==> src/rtl/cpu_slot_arbiter.sv <==
// Time-slot arbiter sharing one device bus among NCPU cores on a single clock.
// Optional device wait-state stretching is enabled with `define ARB_WAIT_EN.
module cpu_slot_arbiter #(
  parameter int NCPU     = 3,
  parameter int NSLOT    = 4,
  parameter int SLOT_LEN = 4,
  parameter int AW       = 16,
  parameter int DW       = 8,
  parameter int WAIT_MAX = 15
) (
  input  logic                 MCLK,
  input  logic                 RESET,
  input  logic [NCPU-1:0]      PAUSE,
  output logic [NCPU-1:0]      CPU_CE,
  input  logic [NCPU*AW-1:0]   CPU_AD,
  input  logic [NCPU-1:0]      CPU_RD,
  input  logic [NCPU-1:0]      CPU_WR,
  input  logic [NCPU*DW-1:0]   CPU_DO,
  output logic [NCPU*DW-1:0]   CPU_DI,
  output logic [NCPU-1:0]      CPU_DV,
  output logic [NCPU-1:0]      DEV_SEL,
  output logic [AW-1:0]        DEV_AD,
  output logic                 DEV_RD,
  output logic                 DEV_WR,
  output logic [DW-1:0]        DEV_DI,
  output logic                 DEV_CE,
  input  logic                 DEV_DV,
  input  logic [DW-1:0]        DEV_DO,
  input  logic                 DEV_RDY
);
  localparam int PHW = (SLOT_LEN > 1) ? $clog2(SLOT_LEN) : 1;
  localparam int SLW = (NSLOT > 1) ? $clog2(NSLOT) : 1;

  logic [PHW-1:0]     r_ph;
  logic [SLW-1:0]     r_sl;
  logic [NCPU-1:0]    r_ce;
  logic [NCPU*DW-1:0] r_di;
  logic [NCPU-1:0]    r_dv;

  logic [NCPU-1:0] w_sel;
  logic [AW-1:0]   w_ad;
  logic [DW-1:0]   w_di;
  logic            w_rd, w_wr, w_pause, w_own_vld, w_last, w_act;
  logic            w_stall, w_force, w_commit;

  // Owner decode: idle slots (sl >= NCPU) leave everything at zero.
  always_comb begin
    w_sel   = '0;
    w_ad    = '0;
    w_di    = '0;
    w_rd    = 1'b0;
    w_wr    = 1'b0;
    w_pause = 1'b0;
    for (int i = 0; i < NCPU; i++) begin
      if (r_sl == SLW'(i)) begin
        w_sel[i] = 1'b1;
        w_ad     = CPU_AD[i*AW +: AW];
        w_di     = CPU_DO[i*DW +: DW];
        w_rd     = CPU_RD[i];
        w_wr     = CPU_WR[i];
        w_pause  = PAUSE[i];
      end
    end
  end

  assign w_own_vld = |w_sel;
  assign w_last    = (r_ph == PHW'(SLOT_LEN-1));
  assign w_act     = w_own_vld & ~w_pause;

`ifdef ARB_WAIT_EN
  localparam int SCW = $clog2(WAIT_MAX+1);
  logic [SCW-1:0] r_stall;
  logic           w_wait;

  // A stalled commit holds ph; once WAIT_MAX stalls accrue the slot is force-closed.
  assign w_wait  = w_last & w_act & (w_rd | w_wr) & ~DEV_RDY;
  assign w_stall = w_wait & (r_stall != SCW'(WAIT_MAX));
  assign w_force = w_wait & ~w_stall;

  always_ff @(posedge MCLK) begin
    if (RESET)        r_stall <= '0;
    else if (w_stall) r_stall <= r_stall + 1'b1;
    else if (w_last)  r_stall <= '0;
  end
`else
  logic [1:0] w_unused;
  assign w_unused = {DEV_RDY, WAIT_MAX[0]};
  assign w_stall  = 1'b0;
  assign w_force  = 1'b0;
`endif

  assign w_commit = w_last & w_act & ~w_stall;

  assign DEV_SEL = w_sel;
  assign DEV_AD  = w_ad;
  assign DEV_DI  = w_di;
  assign DEV_RD  = w_rd & w_act;
  assign DEV_WR  = w_wr & w_act;
  assign DEV_CE  = w_commit & ~w_force;

  always_ff @(posedge MCLK) begin
    if (RESET) begin
      r_ph <= '0;
      r_sl <= '0;
      r_ce <= '0;
      r_di <= '0;
      r_dv <= '0;
    end else begin
      if (!w_stall) begin
        if (w_last) begin
          r_ph <= '0;
          r_sl <= (r_sl == SLW'(NSLOT-1)) ? '0 : r_sl + 1'b1;
        end else begin
          r_ph <= r_ph + 1'b1;
        end
      end
      r_ce <= w_commit ? w_sel : '0;
      for (int i = 0; i < NCPU; i++) begin
        if (w_commit && w_sel[i]) begin
          if (!w_force) r_di[i*DW +: DW] <= DEV_DO;
          r_dv[i] <= DEV_DV & CPU_RD[i] & ~w_force;
        end
      end
    end
  end

  assign CPU_CE = r_ce;
  assign CPU_DI = r_di;
  assign CPU_DV = r_dv;
endmodule

==> config.mk <==
export PLATFORM = sky130hd
export DESIGN_NAME = cpu_slot_arbiter
export DESIGN_NICKNAME = d
export VERILOG_FILES = /design/src/rtl/cpu_slot_arbiter.sv
export SDC_FILE = /design/constraint.sdc
export NUM_CORES = 1
export LEC_CHECK = 0
export ABC_CLOCK_PERIOD_IN_PS = 1850
export BUFFER_PORTS_ARGS = -buffer_cell sky130_fd_sc_hd__buf_2
export CAP_MARGIN = 5
export CORE_MARGIN = 8
export CORE_UTILIZATION = 30
export CTS_CLUSTER_DIAMETER = 100
export DETAILED_ROUTE_END_ITERATION = 10
export GPL_ROUTABILITY_DRIVEN = 0
export MAX_ROUTING_LAYER = met4
export PLACE_DENSITY = 0.72
export SLEW_MARGIN = 20
export SYNTH_ARGS = -nofsm -noshare
export SYNTH_HDL_FRONTEND = slang
export SYNTH_SLANG_ARGS = --single-unit
export TNS_END_PERCENT = 1
==> constraint.sdc <==
create_clock -name MCLK -period 1.85 [get_ports MCLK]
set_input_delay 0.185 -clock MCLK [delete_from_list [all_inputs] [get_ports MCLK]]
set_output_delay 0.185 -clock MCLK [all_outputs]
set_load 0.01 [all_outputs]
==> impl_metrics.yaml, run 1 <==
global_routing:
  track_usage_pct: 16.25
  grt_max_degree: 44
  grt_pass1_wl_mm: 12.42
  grt_pass1_vias: 2315
  antenna_found_initial: 0
  grt_overflow_total: 0
logic_synthesis:
  synth_nets: 345
  ys.flop_type: "dfxtp_1"
  syn_area_sq_um: 1982
  postSynthCellCount: 247
  syn_avg_cell_area_sq_um: 8.024
  ys_seq_area_share_pct: 34.34
  yosysWarnings: 0
  ys_types: 29
  ys_ff_latch: 34
  synth_edf_count: 0
  async_flop_share_pct: 0
route:
  viasPerCell: 4.841
  drt_pre_antenna_iters: 4
  wl_per_cell_microns: 16.28
  via_count: 2338
  routed_wl_mm: 7.862
  antenna_left: 0
  drtIter0Drc: 121
  drc: 0
die:
  die_y_microns: 97.28
  placementRows: 29
  pin_count: 153
  start_util_pct: 31.03
  core_area_sq_um: 6386
  die-area_sq_um: 9463
  chipWidth_microns: 97.28
timing:
  max_freq_ghz: 0.5369
  post-route-min-period_ps: 1863
  grt_setup_unrepaired: "yes"
  setup_tns_ps: -15.54
  finalCritPeriodShare_pct: 100.7
  finalHoldViolations: 0
  fin_skew_ps: 7.130
  tightest_slew_ps: 591.6
  setup_viol: 2
  fin_hold_ws_ps: 147.8
  maxSlewHeadroom_pct: 60.56
  maxSlewViolCount: 0
  fin_ws_ps: -12.57
critical_path:
  reg2regPathDepth: 7
  regToRegSetupSlack_ps: 160
  critPathLaunchType: "flop"
  required_ps: 1660
  path_class: "reg -> out"
  cp_slowest_stage_delay_ps: 330
  crit_path_max_fanout: 5
  cp_slowest_cell: "dfxtp_2"
  timing.rr.end: "CPU_DI[21]"
  arrival_ps: 1680
  r2r-start: "r_sl[0]"
  cp_cell_sequence: "buf_6 -> ha_4 -> buf_6 -> a21oi_4 -> nand3_2 -> nor3_2 -> buf_2"
  cp-end-kind: "output pin"
  critical-path-top-delay-family: "buffers and inverters"
  crit_top_cell: "buf_6"
  crit_start: "r_sl[1]"
  worst-path-buf-inv: 3
clock_tree:
  cts_hold_buf: 0
  cts_buffers: 5
  cts.sinks: 34
  clkTransAtPathRegs_ps: 70
  clk-insertion-delay-late_ps: 280
  cts_root_buffer: "clkbuf_8"
  cts_tree: "built"
  cts-htree-levels: 2
  cts_buffer_depth: 2
status:
  violations: "setup timing"
  status: "finished, violations left"
run:
  maxCapViolations: 0
finish:
  n_fill_cell: 594
  num-nets-final: 503
  finish.utilization_pct: 51.27
  antennaDiodeCount: 0
  multi_input_area_sq_um: 1321
  final_common_cell: "buf_2"
  layout.area.seq_sq_um: 685.7
  drive_gt1_share_pct: 50.00
  most-common-layout-cells: "150 x buf_2, 44 x nand2_1, 32 x dfxtp_1"
  area_delta_synth_final_pct: 65.21
place:
  hpwlAfterDp_mm: 5.936
  port_buffers: 151
power:
  ir_worst_vdd_v: 0.0004837
  powerDensity_nw_per_um2: 660.8
  leakage_nw: 1.591
hold_path:
  holdPathStages: 3
  min_from: "DEV_DO[6]"
  hold_path.class: "in -> reg"
  holdPathEnd: "CPU_DI[22]"
[where the power goes]
part	total, mW	internal, mW	leakage [nW]	switching (mW)
logic	0.570	0.294	1.24	0.276
registers	0.753	0.745	0.276	0.00821
clock network	0.840	0.575	0.0714	0.265
total	2.16	1.61	1.59	0.550
[logic make-up (layout without fill, tap and decap cells)]
family	count (synthesis)	after routing	share of synthesized area, %
fa+ha+maj	5	5	3.157
simple gates	104	105	29.23
flops	34	34	34.34
compound gates	60	60	17.74
buf+inv	24	182	5.429
mux	20	20	10.10
[per-stage QoR]
stage / area, sq um / cells / setup WS, ps / power, mW
detailed placement: 2825 / 462 / -33.62 / 1.251
global placement: 2825 / 462 / 1.000 / 1.243
floorplan: 1982 / 247 / 162.1 / 1.012
global route: 3274 / 483 / -111.6 / 2.271
finish: 3274 / 483 / -12.57 / 2.164
CTS: 3184 / 477 / 1.233 / 2.167
[worst min-delay path, stage by stage]
cell,delay [ps]
buf_2,100
nand2_1,50
a21oi_1,50
[cells in the mapped netlist, types with 2 or more instances]
master,n,area [sq um]
nor3_1,3,15.01
o21ai_0,23,115.1
and3b_1,11,96.34
nor2b_1,3,18.77
a21oi_1,20,100.1
nor2_1,4,15.01
nand2b_1,26,162.7
ha_1,5,62.56
mux2i_1,20,200.2
buf_2,8,40.04
nand4bb_1,2,22.52
nor3b_1,3,22.52
nand2_1,44,165.2
inv_1,3,11.26
a22oi_1,13,97.59
a221oi_1,2,17.52
dfxtp_1,34,680.7
nand3_1,2,10.01
buf_4,2,15.01
clkbuf_1,10,37.54
[state kept, by name, summed over array words and instances, names as in the netlist]
register  flops
r_sl          2
CPU_CE        3
CPU_DI       24
CPU_DV        3
r_ph          2
[layer usage]
| metal | routed length (microns) | GRT usage (%) |
|---|---|---|
| met5 | 0 | - |
| met4 | 32 | 2.797 |
| met3 | 746 | 5.974 |
| met2 | 3992 | 28.59 |
| met1 | 3089 | 17.22 |
[final cells by class]
class | count | area share (%)
multi-input cells | 190 | 40.35
repair buffers | 171 | 30.99
flip-flops and latches | 34 | 20.94
well taps | 77 | 2.942
clock buffers | 6 | 2.522
clock inverters | 2 | 1.834
inverters | 3 | 0.4203
[worst max path at each step]
stage | cells past startpoint | slack [ps] | endpoint
after floorplan | 6 | 160 | DEV_AD[10]
after global placement | 6 | 1 | DEV_RD
after detailed placement | 6 | -30 | DEV_RD
after CTS | 6 | 1 | DEV_WR
after global routing | 7 | -110 | DEV_WR
final | 7 | -10 | DEV_RD
[what timing repair did]
item | 4_1_cts | 5_1_grt
setup endpoints to repair | 27 | 23
setup buffers | 4 | 6
gates cloned | 3 | 0
pin swaps | 4 | 6
gates resized for setup | 25 | 26
(Power assumes the default switching activity.)
==> run 2: changes to the inputs <==
ABC_AREA = 1   (was not set)
CORE_MARGIN = not set   (was 8)
PLACE_DENSITY = 0.73   (was 0.72)
RECOVER_POWER = 50   (was not set)
==> run 2 against run 1 <==
The flow still finishes with violations (setup timing). Die area is 27% lower. Critical path depth is 3 higher. Critical endpoint is now DEV_AD[2]. Clock skew is 0.52 ps higher.
==> impl_metrics.yaml, run 2 <==
route:
  via_count: 2439
  drc: 0
  drt_pre_antenna_iters: 4
  drtIter0Drc: 139
  routed_wl_mm: 6.429
  viasPerCell: 4.637
  wl_per_cell_microns: 12.22
  antenna_left: 0
logic_synthesis:
  ys_ff_latch: 34
  postSynthCellCount: 287
  syn_area_sq_um: 1963
  ys.flop_type: "dfxtp_1"
  ys_types: 23
  synthTopCellsByArea: "dfxtp_1 35%, nand2_1 13%, a22oi_1 9.2%, o21ai_0 8.7%, nor2_1 7.8%"
  yosysMostFrequentCell: "nand2_1"
  synthTopCellsByCount: "67 x nand2_1, 41 x nor2_1, 37 x inv_1"
  syn_avg_cell_area_sq_um: 6.840
  yosysTopAreaCellShare_pct: 34.67
  yosysWarnings: 0
  synth_edf_count: 0
  synth_area_leader_cell: "dfxtp_1"
  synth_nets: 385
  ys_seq_area_share_pct: 34.67
  async_flop_share_pct: 0
timing:
  post-route-min-period_ps: 1912
  maxSlewViolCount: 0
  finalHoldViolations: 0
  max_freq_ghz: 0.5230
  setup_viol: 8
  tightest_slew_ps: 435.0
  fin_hold_ws_ps: 149.6
  fin_skew_ps: 7.652
  fin_ws_ps: -62.04
  finalCritPeriodShare_pct: 103.4
  grt_setup_unrepaired: "yes"
  maxSlewHeadroom_pct: 70.93
critical_path:
  cp-end-kind: "output pin"
  crit_path_max_fanout: 5
  critPathLaunchType: "flop"
  regToRegSetupSlack_ps: 260
  required_ps: 1660
  crit_start: "r_sl[0]"
  r2r-start: "r_ph[0]"
  path_class: "reg -> out"
  arrival_ps: 1730
die:
  start_util_pct: 30.92
  die-area_sq_um: 6872
  chipWidth_microns: 82.90
  pin_count: 153
  placementRows: 29
  core_area_sq_um: 6350
  die_y_microns: 82.90
place:
  placedCellCount: 511
  hpwlAfterDp_mm: 4.827
  port_buffers: 151
finish:
  area_delta_synth_final_pct: 55.90
  finalNonFillerCells: 526
  largest_reg_flops: 24
  drive_gt1_share_pct: 37.64
  num-nets-final: 547
  most-common-layout-cells: "121 x buf_2, 65 x nand2_1, 41 x nor2_1"
  finish.utilization_pct: 48.20
  final_common_cell: "buf_2"
  antennaDiodeCount: 0
status:
  status: "finished, violations left"
  violations: "setup timing"
global_routing:
  track_usage_pct: 18.76
  grt_pass1_vias: 2258
  grt_pass1_wl_mm: 10.24
  antenna_found_initial: 0
  grt_overflow_total: 0
  grt_max_degree: 33
hold_path:
  hold_path.class: "in -> reg"
  min_from: "DEV_DO[5]"
clock_tree:
  cts_root_buffer: "clkbuf_8"
  cts-htree-levels: 2
  cts.sinks: 34
  cts_tree: "built"
  cts_buffers: 5
  cts_hold_buf: 0
  clk-insertion-delay-late_ps: 290
  clkTransAtPathRegs_ps: 70
  cts_buffer_depth: 2
run:
  maxCapViolations: 0
power:
  finalPower_mw: 2.083
  powerDensity_nw_per_um2: 680.7
  ir_worst_vdd_v: 0.0004995
  leakage_nw: 1.578
[run 2: worst max-delay path, stage by stage (launching register included)]
cell and delay, ps:
dfxtp_4 390, inv_4 60, ha_4 160, inv_2 60, nor2_4 40, buf_12 130, buf_12 120, buf_8 120
a22oi_1 140, o21ai_1 80, buf_2 140
[run 2: report_power, final]
| part | internal (mW) | switching, mW |
|---|---|---|
| clock network | 0.259 | 0.251 |
| logic | 0.404 | 0.401 |
| registers | 0.753 | 0.0143 |
[run 2: cell type report]
| class | instances | area, sq um |
|---|---|---|
| inverter | 37 | 143.9 |
| fill | 640 | 3289 |
| multi-input combinational | 198 | 1090 |
| clock buffer | 7 | 76.32 |
| tap | 77 | 96.34 |
| timing repair buffer | 173 | 965.9 |
| sequential | 34 | 688.2 |
[run 2: logic make-up (layout without fill, tap and decap cells)]
kind of cell             after synthesis  after routing  synth area share, %
flip-flops                            34             34                34.67
buffers and inverters                 55            217                13.00
AND/OR/NAND/NOR                      118            118                25.81
AO/OA/AOI/OAI                         75             75                23.33
adder cells (fa/ha/maj)                5              5                3.187
[run 2: final timing paths]
kind                                   end  cells past startpoint
worst min-delay path            CPU_DI[13]                      3
worst min register to register     r_ph[0]                      1
worst max-delay path             DEV_AD[2]                     10
worst max register to register   CPU_DI[2]                      6
[run 2: per-stage QoR]
step,setup TNS (ps),worst slack [ps],instance area (sq um)
after detailed placement,0,73.90,2829
final,-384.0,-62.04,3060
after CTS,-49.03,-22.77,3060
after global routing,-1989,-132.8,3060
after floorplan,0,136.8,1963
after global placement,0,87.58,2829
[run 2: per-layer routing]
layer | GRT usage (%) | routed length (microns)
met1 | 19.88 | 2568
met2 | 33.38 | 3248
met3 | 3.976 | 433
met4 | 8.464 | 179
met5 | - | 0
[run 2: what timing repair did]
action	CTS	global route
cloned	1	0
resized for setup	35	9
buffers inserted	5	2
pin swaps	3	6
setup endpoints to repair	27	27
==> run 3: changes to the inputs <==
==> constraint.sdc (replaced) <==
create_clock -name MCLK -period 1.85 [get_ports MCLK]
set_input_delay 0.185 -clock MCLK [delete_from_list [all_inputs] [get_ports MCLK]]
set_output_delay 0.185 -clock MCLK [all_outputs]
set_load 0.05 [all_outputs]
==> run 3 against run 2 <==
The flow still finishes with violations (setup timing). Total power rose by 38%. Sequential share of layout area fell by 1.7 points. Non-clock buffer count fell by 9. Die area did not move. Critical path depth fell by 2. Setup slack improved by 15 ps.
==> impl_metrics.yaml, run 3 (same netlist as run 2, synthesis figures left out) <==
hold_path:
  min_from: "DEV_DO[1]"
  holdPathEnd: "CPU_DI[9]"
  holdPathStages: 3
  hold_path.class: "in -> reg"
timing:
  post-route-min-period_ps: 1897
  maxSlewHeadroom_pct: 58.10
  fin_skew_ps: 9.679
  setup_tns_ps: -265.3
  max_freq_ghz: 0.5271
  finalCritPeriodShare_pct: 102.6
  setup_viol: 13
  finalHoldViolations: 0
  grt_setup_unrepaired: "yes"
  fin_ws_ps: -47.34
  tightest_slew_ps: 631.2
  maxSlewViolCount: 0
die:
  start_util_pct: 30.92
  pin_count: 153
  placementRows: 29
  die-area_sq_um: 6872
  die_y_microns: 82.90
  chipWidth_microns: 82.90
  core_area_sq_um: 6350
place:
  placedCellCount: 503
  place_area_sq_um: 2934
  port_buffers: 151
  hpwlAfterDp_mm: 5.054
power:
  p_sw_mw: 1.162
  p_comb_share_pct: 49.0
  ir_worst_vdd_v: 0.0005292
  powerDensity_nw_per_um2: 865.6
  finalPower_mw: 2.865
  p_sw_share_pct: 40.56
  leakage_nw: 1.637
  p_int_mw: 1.703
  clkPwrFrac_pct: 24.2
  power.share.sequential_pct: 26.8
critical_path:
  path_class: "reg -> out"
  crit_top_cell: "buf_6"
  reg2regPathDepth: 4
  cp_slowest_cell: "dfxtp_4"
  regToRegSetupSlack_ps: 220
  cp_slowest_stage_delay_ps: 380
  required_ps: 1660
  arrival_ps: 1710
  timing.rr.end: "CPU_DI[17]"
  crit_path_max_fanout: 7
  r2r-start: "r_ph[0]"
  critPathLaunchType: "flop"
  cp-end-kind: "output pin"
  cp_cell_sequence: "inv_4 -> ha_4 -> nor2_4 -> buf_6 -> clkbuf_16 -> a22oi_2 -> o21ai_2 -> buf_6"
clock_tree:
  clkTransAtPathRegs_ps: 70
  clk-insertion-delay-late_ps: 280
  cts_root_buffer: "clkbuf_8"
  cts.sinks: 34
  cts_hold_buf: 0
  cts_buffer_depth: 2
  cts-htree-levels: 2
  cts_buffers: 5
  cts_tree: "built"
route:
  wl_met1_mm: 2.699
  drtIter0Drc: 117
  via_count: 2501
  wl_per_cell_microns: 13.64
  drt_pre_antenna_iters: 7
  routed_wl_mm: 7.050
  dr_wl_met3_microns: 445
  top_layer: "met4"
  antenna_left: 0
  drc: 0
  viasPerCell: 4.838
  route.met2.wl_mm: 3.544
finish:
  antennaDiodeCount: 0
  drive_gt1_share_pct: 42.50
  most-common-layout-cells: "95 x buf_2, 65 x nand2_1, 40 x nor2_1"
  finalNonFillerCells: 517
  final_area_sq_um: 3309
  largest_reg_flops: 24
  area_delta_synth_final_pct: 68.58
  final_common_cell: "buf_2"
  num-nets-final: 538
global_routing:
  antenna_found_initial: 0
  grt_max_degree: 51
  track_usage_pct: 19.47
  grt_pass1_vias: 2285
  grt_overflow_total: 0
  grt_pass1_wl_mm: 10.62
status:
  status: "finished, violations left"
  violations: "setup timing"
run:
  maxCapViolations: 0
==> run 3: cell count changes in the layout (fill, tap and decap cells not counted), sizes merged <==
cell,delta
buf,-8
bufbuf,-1
bufinv,+1
clkbuf,-1
==> run 3: final cells by class <==
| type | count | area (sq um) |
|---|---|---|
| Multi-Input combinational cell | 198 | 1200 |
| Sequential cell | 34 | 688.2 |
| Timing Repair Buffer | 164 | 1069 |
| Clock inverter | 1 | 30.03 |
| Tap cell | 77 | 96.34 |
| Fill cell | 606 | 3040 |
| Inverter | 37 | 143.9 |
| Clock buffer | 6 | 82.58 |
==> run 3: worst max-delay path by stage <==
| stage | start | endpoint | depth (start not counted) |
|---|---|---|---|
| 2_1_floorplan | r_sl[1] | DEV_WR | 7 |
| 3_3_place_gp | r_sl[1] | DEV_RD | 8 |
| 3_5_place_dp | r_sl[1] | DEV_WR | 6 |
| 4_1_cts | r_sl[0] | DEV_RD | 10 |
| 5_1_grt | r_sl[0] | DEV_AD[14] | 9 |
| 6_report | r_sl[1] | DEV_AD[14] | 8 |
==> run 3: repair_timing <==
| item | 4_1_cts | 5_1_grt |
|---|---|---|
| endpoints found under the setup margin | 27 | 27 |
| pin swaps | 0 | 3 |
| gates cloned | 0 | 3 |
| resized for setup | 54 | 10 |
| buffers inserted | 0 | 4 |
==> run 3: power groups by stage <==
stage	combinational (mW)	sequential [mW]	clock [mW]
floorplan	0.815	0.826	0
global placement	1.15	0.783	0
detailed placement	1.15	0.784	0
CTS	1.32	0.768	0.700
global route	1.46	0.770	0.729
finish	1.40	0.768	0.692
==> run 3: through the flow <==
stage | utilization [%] | hold slack (ps) | setup WS (ps)
2_1_floorplan | - | 319.9 | -2.321
3_3_place_gp | 46.21 | 414.4 | 135.5
3_5_place_dp | 46.21 | 429.0 | 128.7
4_1_cts | 50.64 | 153.0 | -83.42
5_1_grt | 52.12 | 157.7 | -122.8
6_report | 52.12 | 155.9 | -47.34
==> run 3: layer usage <==
metal	GRT usage (%)	vias to the layer above
li1	-	1232
met1	19.31	1119
met2	34.80	126
met3	4.672	24
met4	10.97	0
met5	-	-
==> run 3: worst max-delay path: cells and delay by family (launching register included) <==
family | cells | cell delay, ps
AOI/OAI and AO/OA | 2 | 230
adders and majority gates | 1 | 180
buffers and inverters | 4 | 500
DFF | 1 | 380
and+or+nand+nor | 1 | 150
